`src/rtl/btn_event_scheduler.sv`:
```
// Multi-button debouncer and event scheduler. Raw buttons are synchronized,
// sampled on a shared tick and debounced. Each clean press becomes a pending
// request, and requests are granted round-robin into a first-word
// fall-through event FIFO that is drained through a valid/ready handshake.
module btn_event_scheduler #(
  parameter int NUM_BTNS   = 4,
  parameter int CLK_FREQ   = 50_000_000,
  parameter int SAMPLE_MS  = 1,
  parameter int FIFO_DEPTH = 4
) (
  input  logic                        clk,
  input  logic                        rst_a_p,
  input  logic [NUM_BTNS-1:0]         button_in,
  output logic                        evt_valid,
  output logic [$clog2(NUM_BTNS)-1:0] evt_id,
  input  logic                        evt_ready,
  output logic [NUM_BTNS-1:0]         btn_level,
  output logic                        ovf
);

  localparam int TICK_DIV = CLK_FREQ / 1000 * SAMPLE_MS;
  localparam int CNT_W    = $clog2(TICK_DIV);
  localparam int ID_W     = $clog2(NUM_BTNS);
  localparam int PTR_W    = $clog2(FIFO_DEPTH);
  localparam int FCNT_W   = PTR_W + 1;

  logic [CNT_W-1:0]    tick_cnt;
  logic                tick;
  logic [NUM_BTNS-1:0] sync_a;
  logic [NUM_BTNS-1:0] sync_b;
  logic [NUM_BTNS-1:0] s1;
  logic [NUM_BTNS-1:0] s2;
  logic [NUM_BTNS-1:0] agree;
  logic [NUM_BTNS-1:0] press;
  logic [NUM_BTNS-1:0] pending;
  logic [ID_W-1:0]     last_grant;

  logic                grant_vld;
  logic [ID_W-1:0]     grant_id;
  logic [NUM_BTNS-1:0] grant_mask;
  logic [ID_W-1:0]     cand;

  logic [ID_W-1:0]     mem [FIFO_DEPTH];
  logic [PTR_W-1:0]    wr_ptr;
  logic [PTR_W-1:0]    rd_ptr;
  logic [FCNT_W-1:0]   count;
  logic                full;
  logic                push;
  logic                pop;

  // Sample tick: one-cycle strobe at the last count of each period.
  assign tick = (tick_cnt == CNT_W'(TICK_DIV - 1));

  // Free-running tick counter, wraps after TICK_DIV cycles.
  // NOTE: sequential state uses non-blocking assignments so every register
  // samples pre-edge values, independent of block ordering.
  always_ff @(posedge clk) begin
    if (rst_a_p || tick) tick_cnt <= '0;
    else                 tick_cnt <= tick_cnt + CNT_W'(1);
  end

  // A button is stable when both sample registers agree; a press is a stable
  // high that the debounced level has not yet recorded.
  assign agree = ~(s1 ^ s2);
  assign press = {NUM_BTNS{tick}} & s1 & s2 & ~btn_level;

  // Two-flop synchronizer every cycle; sample shift and level update on tick.
  always_ff @(posedge clk) begin
    if (rst_a_p) begin
      sync_a    <= '0;
      sync_b    <= '0;
      s1        <= '0;
      s2        <= '0;
      btn_level <= '0;
    end else begin
      sync_a <= button_in;
      sync_b <= sync_a;
      if (tick) begin
        s1        <= sync_b;
        s2        <= s1;
        btn_level <= (agree & s1) | (~agree & btn_level);
      end
    end
  end

  assign full = (count == FCNT_W'(FIFO_DEPTH));

  // Round-robin search starting just after the last granted button.
  // NOTE: every output of this block gets a default first, so no path can
  // leave a value unassigned and infer a latch.
  always_comb begin
    grant_vld  = 1'b0;
    grant_id   = '0;
    grant_mask = '0;
    cand       = '0;
    if (!full) begin
      for (int k = 1; k <= NUM_BTNS; k++) begin
        cand = ID_W'((int'(last_grant) + k) % NUM_BTNS);
        if (!grant_vld && pending[cand]) begin
          grant_vld        = 1'b1;
          grant_id         = cand;
          grant_mask[cand] = 1'b1;
        end
      end
    end
  end

  // Pending requests (a same-cycle press beats its grant), pointer, overflow.
  always_ff @(posedge clk) begin
    if (rst_a_p) begin
      pending    <= '0;
      last_grant <= ID_W'(NUM_BTNS - 1);
      ovf        <= 1'b0;
    end else begin
      pending <= (pending & ~grant_mask) | press;
      if (grant_vld) last_grant <= grant_id;
      if (full && |(press & pending)) ovf <= 1'b1;
    end
  end

  assign push      = grant_vld;
  assign evt_valid = (count != '0);
  assign pop       = evt_valid && evt_ready;
  assign evt_id    = mem[rd_ptr];

  // FIFO storage write.
  // NOTE: the storage array has no reset; count and pointers alone decide
  // which entries are valid, so stale contents are never presented.
  always_ff @(posedge clk) begin
    if (push) mem[wr_ptr] <= grant_id;
  end

  // FIFO pointers and occupancy; power-of-two depth lets pointers wrap freely.
  always_ff @(posedge clk) begin
    if (rst_a_p) begin
      wr_ptr <= '0;
      rd_ptr <= '0;
      count  <= '0;
    end else begin
      if (push) wr_ptr <= wr_ptr + PTR_W'(1);
      if (pop)  rd_ptr <= rd_ptr + PTR_W'(1);
      case ({push, pop})
        2'b10:   count <= count + FCNT_W'(1);
        2'b01:   count <= count - FCNT_W'(1);
        default: count <= count;
      endcase
    end
  end

endmodule

```
`config.mk`:
```
export PLATFORM = sky130hd
export DESIGN_NAME = btn_event_scheduler
export DESIGN_NICKNAME = d
export VERILOG_FILES = /design/src/rtl/btn_event_scheduler.sv
export SDC_FILE = /design/constraint.sdc
export NUM_CORES = 1
export LEC_CHECK = 0
export ABC_CLOCK_PERIOD_IN_PS = 3580
export BUFFER_PORTS_ARGS = -buffer_cell sky130_fd_sc_hd__clkbuf_2
export CORE_AREA = 4 4 71 80
export CTS_CLUSTER_SIZE = 24
export DETAILED_ROUTE_END_ITERATION = 6
export DIE_AREA = 0 0 75 84
export PLACE_DENSITY = 0.79
export SYNTH_ARGS = -nofsm -noshare
export SYNTH_HDL_FRONTEND = slang
export SYNTH_SLANG_ARGS = --single-unit
```
`constraint.sdc`:
```
create_clock -name clk -period 3.58 [get_ports clk]
set_input_delay 0.537 -clock clk [delete_from_list [all_inputs] [get_ports clk]]
set_output_delay 0.537 -clock clk [all_outputs]
set_load 0.05 [all_outputs]
```
======== Word level (Yosys, flattened, before mapping) ========
Memories as Yosys holds them, arrays and structs flattened. A register that Yosys moved wholly into a read port is not among the register bits.
Cells that the tools add are included.
W data, S select, Z words.
operators by class
  magnitude comparators ................... 8
  muxes and demuxes ....................... 42
  equal/unequal tests ..................... 4
  add/subtract/negate cells ............... 9
  bitwise operators ....................... 17
  reductions and logical operators ........ 16
operator list
  cell                     count
  $mux W4                  8
  $and A4 B4 Y4            7
  $or A4 B4 Y4             5
  $mux W1                  18
  $add A16 B1 Y16 const B  1
  $eq A16 B16 Y1 const B   1
  $not A4 Y4               4
  $mux W2                  7
  $lt A2 B3 Y1 const B     4
  $logic_and A1 B1 Y1      9
  $add A2 B1 Y2 const B    4
  $bmux W1 S2              4
  $demux W1 S2             4
  $ge A2 B1 Y1 const B     4
  $pmux W3 S2              1
  $add A2 B2 Y2 const B    2
  $reduce_or A4 Y1         1
  $xor A4 B4 Y4            1
  $add A3 B1 Y3 const B    1
  $eq A3 B3 Y1 const B     1
  $logic_not A1 Y1         3
  $reduce_bool A3 Y1       1
  $sub A3 B1 Y3 const B    1
  $eq A2 B1 Y1 const B     1
  other kinds (3)          3
storage, ports and cells
  flip-flop bits (word level) ............. 50
  bits in writable memories ............... 8
  output and inout bits ................... 8
  memories ................................ 1
  logic and storage cells ................. 109
memories
  name  depth  bits a word  read ports  clocked after Yosys merged registers in  wr ports  line  text
  mem   4      2            1           1                                        1         43    logic [ID_W-1:0] mem [FIFO_DEPTH];

======== Depth between registers and ports, before layout ========
  word-level depth ........................ 20
  mapped depth ............................ 13

======== Least setup slack after synthesis ========
No wires, ideal clock.
  kind .................................... flip-flop to flip-flop
  start point ............................. register last_grant[0]
  end point ............................... register count[2]
  clock period less this slack ............ 3.249 ns
  slack ................................... 0.331 ns
  path buffers ............................ 1
  cell stages (with the launch flop) ...... 14
  data arrival time ....................... 3.178 ns
  path through ............................ dfxtp_1 -> buf_6 -> inv_1 -> ha_1 -> mux4_2 -> or3_4 -> o21a_4 -> clkinv_2 -> ha_1 -> inv_1 -> fa_1 -> xor2_1 -> or3_1 -> a21oi_1
on the way
  cells in the longest elaborated chain, start to end .. 19
RTL lines
  item                                                      line  text
  from (decl)                                               36    logic [ID_W-1:0] last_grant;
  from (signal assigned)                                    112   last_grant <= ID_W'(NUM_BTNS - 1);
  from (signal assigned)                                    116   if (grant_vld) last_grant <= grant_id;
  $add A2 B1 Y2                                             98    cand = ID_W'((int'(last_grant) + k) % NUM_BTNS);
  $bmux W1 S2                                               99    if (!grant_vld && pending[cand]) begin
  $mux W1 (implied by the code)                             99
  $mux W1                                                   99
  $mux W1                                                   96    if (!full) begin
  $logic_not A1 Y1                                          99
  $logic_and A1 B1 Y1                                       99
  $mux W1                                                   99
  (+3 left out)                                             --
  $mux W1                                                   99
  $mux W1                                                   96
  $logic_not A1 Y1                                          99
  $logic_and A1 B1 Y1                                       99
  $mux W1 (*)                                               99
  $mux W1 (*)                                               96
  $eq A2 B1 Y1 / $eq A2 B2 Y1 (equally long branches)       142   case ({push, pop})
  $pmux W3 S2 / $reduce_bool A2 Y1 (equally long branches)  --
  to (signal assigned)                                      143   2'b10: count <= count + FCNT_W'(1);
  to (signal assigned)                                      144   2'b01: count <= count - FCNT_W'(1);
  to (signal assigned)                                      145   default: count <= count;
  to (decl)                                                 46    logic [FCNT_W-1:0] count;
Mark *: on every way between the ends. The rest lies on a longest branch, timed or not. The select of a mux whose other input is x is not followed.
A chain may end at the register's enable or synchronous reset.

======== Worst setup path in the final report ========
Ends and elaborated chain as after synthesis.

==> run summary <==
CP arrival: 3.50 ns
period utilization: 0.9059
register area share after synthesis: 0.4523
post-synthesis cell type count: 46
crit-path max FO: 7
Post-synth EDFFs: 8
RSZ-0062 raised after global routing: false
largest net degree at the start of global routing: 38
max-cap violations: 0
die area: 6300 µm²
pwr dens: 449.6 nW/µm²
share of layout cells above drive strength 1: 0.1497
setup tns final: 0 ns
fin nets: 331
IO Count: 15
ant diodes: 0
WP data required: 3.84 ns
initial antenna violation count: 0
vias per inst: 5.597
R2R setup slack: 0.34 ns
warning count from the yosys run: 0
DRC viols: 0
first-pass GRT wire length: 8556 µm
FF-to-FF End: count[2]$_SDFFE_PP0P_
commonest non-fill, non-tap cell in the layout: dfxtp_1
Worst Setup SP: last_grant[0]$_SDFFE_PP1P_
relative slew slack: 0.3403
Fmax: 308.3 MHz
endpoints failing setup: 0
synthesized cell area: 2833 µm²
GRT Resource Usage Total: 0.1795
min Tclk post-route: 3.243 ns
Clock transition at path regs: 0.07 ns
critical path endpoint category: register
most frequent cells in the layout: 52 x dfxtp_1, 44 x nor2_1, 15 x o21ai_0, 15 x a21oi_1
Iter 0 DRT Violations: 140
core area: 4898 µm²
TritonCTS Sinks: 60
Final Max Slew Viols: 0
number of CTS-inserted buffers: 9
Reg2Reg Depth: 12
Die Ht: 84 µm
status: finished clean
Leak: 1.258 nW
asr flop ratio synth: 0
HP Class: primary input to register
clock skew: 0.009250 ns
FILL cells: 383
Hold Buf Count CTS: 0
H-tree Lvls: 3
Initial Util: 0.5783
Initial DRT Pass Iterations: 4
Root Buffer: clkbuf_8
Setup CP Type: register to register
clk buf depth: 2
WL final: 5036 µm
dpl ws: 0.3726 ns
post-CTS setup buffers: 0
site row count: 27
post-cts repair resize count: 0
Worst R2R Start: last_grant[0]$_SDFFE_PP1P_
Synth Net Count: 311
Worst Max-Slew Pin Slew: 0.9875 ns
RePlAce Congestion: 0.9295
Routed Antenna Nets: 0
Most used DFF post-synth: dfxtp_1
vias in the first global route: 1888
Final WS setup: 0.3368 ns
endpoints failing hold: 0
PortBufs: 14
vias after detailed routing: 2082
DPL Wire Length: 3505 µm
cells after synthesis: 289
CP endpoint: count[2]$_SDFFE_PP0P_
area delta synth->final: 12.99%
type of origin of the critical path: register
die width: 75 µm
total gr overflow: 0
Post-Syn Area per Cell: 9.802 µm²
largest vdd supply drop: 0.0002950 V
Clock Latency Late Sink: 0.34 ns
Yosys reg bits: 60
Avg WL per Cell: 13.54 µm
CTS tree: built
## synth_stat cells (7+ instances only)
| library cell | number | area (µm²) |
|---|---|---|
| a21oi_1 | 15 | 75.07 |
| and3_1 | 7 | 43.79 |
| dfxtp_1 | 52 | 1041 |
| edfxtp_1 | 8 | 240.2 |
| ha_1 | 14 | 175.2 |
| inv_1 | 14 | 52.55 |
| mux2i_1 | 8 | 80.08 |
| nand2_1 | 11 | 41.29 |
| nor2_1 | 44 | 165.2 |
| nor2b_1 | 13 | 81.33 |
| o21ai_0 | 15 | 75.07 |
| xnor2_1 | 9 | 78.83 |
| xor2_1 | 9 | 78.83 |
## cell families after synthesis
group,Yosys count,share of synthesized area
muxes,15,0.07995
buffers and inverters,24,0.03533
AOI/OAI and AO/OA,51,0.1179
adders and majority gates,15,0.06891
and+or+nand+nor,106,0.1899
xor gates and xnor gates,18,0.05566
DFF,60,0.4523
## how the worst min path moves through the flow
stage | start | end | slack, ns | cells past startpoint
final | button_in[2] | sync_a[2]$_SDFF_PP0_ | 0.41 | 2
after global placement | sync_a[1]$_SDFF_PP0_ | sync_b[1]$_SDFF_PP0_ | 0.42 | 1
after CTS | button_in[2] | sync_a[2]$_SDFF_PP0_ | 0.41 | 2
after floorplan | sync_a[0]$_SDFF_PP0_ | sync_b[0]$_SDFF_PP0_ | 0.41 | 1
after global routing | button_in[2] | sync_a[2]$_SDFF_PP0_ | 0.41 | 2
after detailed placement | sync_a[3]$_SDFF_PP0_ | sync_b[3]$_SDFF_PP0_ | 0.43 | 1
## state kept, by name, summed over array words and instances, names as in the netlist, 3 cells and up, named ones only
register,count
count,3
s1,4
sync_a,4
mem,8
pending,4
sync_b,4
tick_cnt,16
s2,4
## report_power, final
part           total (W)  internal [W]  switching, W  leakage (nW)
clock network   0.000728      0.000460      0.000268         0.120
registers       0.000690      0.000687    0.00000330         0.494
logic          0.0000206    0.00000792     0.0000127         0.644
total            0.00144       0.00115      0.000284          1.26
## routing by layer
metal | wire length (µm) | global-route usage | part of all wire
met1 | 2231 | 0.2290 | 0.44
met2 | 2422 | 0.2647 | 0.48
met3 | 296 | 0.05422 | 0.059
met4 | 85 | 0.1003 | 0.017
met5 | 0 | 0 | 0
## worst max-delay path, stage by stage (launching register included)
cell	delay, ns
dfxtp_1	0.33
inv_1	0.14
ha_1	0.41
mux4_2	0.33
or3_4	0.44
o21a_4	0.24
clkinv_2	0.06
ha_1	0.17
inv_1	0.06
fa_1	0.37
xor2_1	0.16
or3_1	0.32
a21oi_1	0.15
## layout make-up
class	count	area, µm²	share of cell area
Clock inverter	7	113.9	0.03557
Multi-Input combinational cell	205	1451	0.4535
Timing Repair Buffer	18	100.1	0.03127
Inverter	15	57.56	0.01798
Clock buffer	9	123.9	0.03870
Tap cell	58	72.57	0.02267
Sequential cell	60	1281	0.4003
## metrics by stage
step,cell area [µm²],util,power [W],std cells,hold slack [ns]
3_3_place_gp,2963,0.6049,0.0007249,356,0.4176
3_5_place_dp,2963,0.6049,0.0007262,356,0.4304
5_1_grt,3201,0.6534,0.001491,372,0.4117
6_report,3201,0.6534,0.001439,372,0.4150
4_1_cts,3201,0.6534,0.001454,372,0.4061
2_1_floorplan,2833,-,0.0007194,289,0.4138
Power figures use the tool's default switching activity.
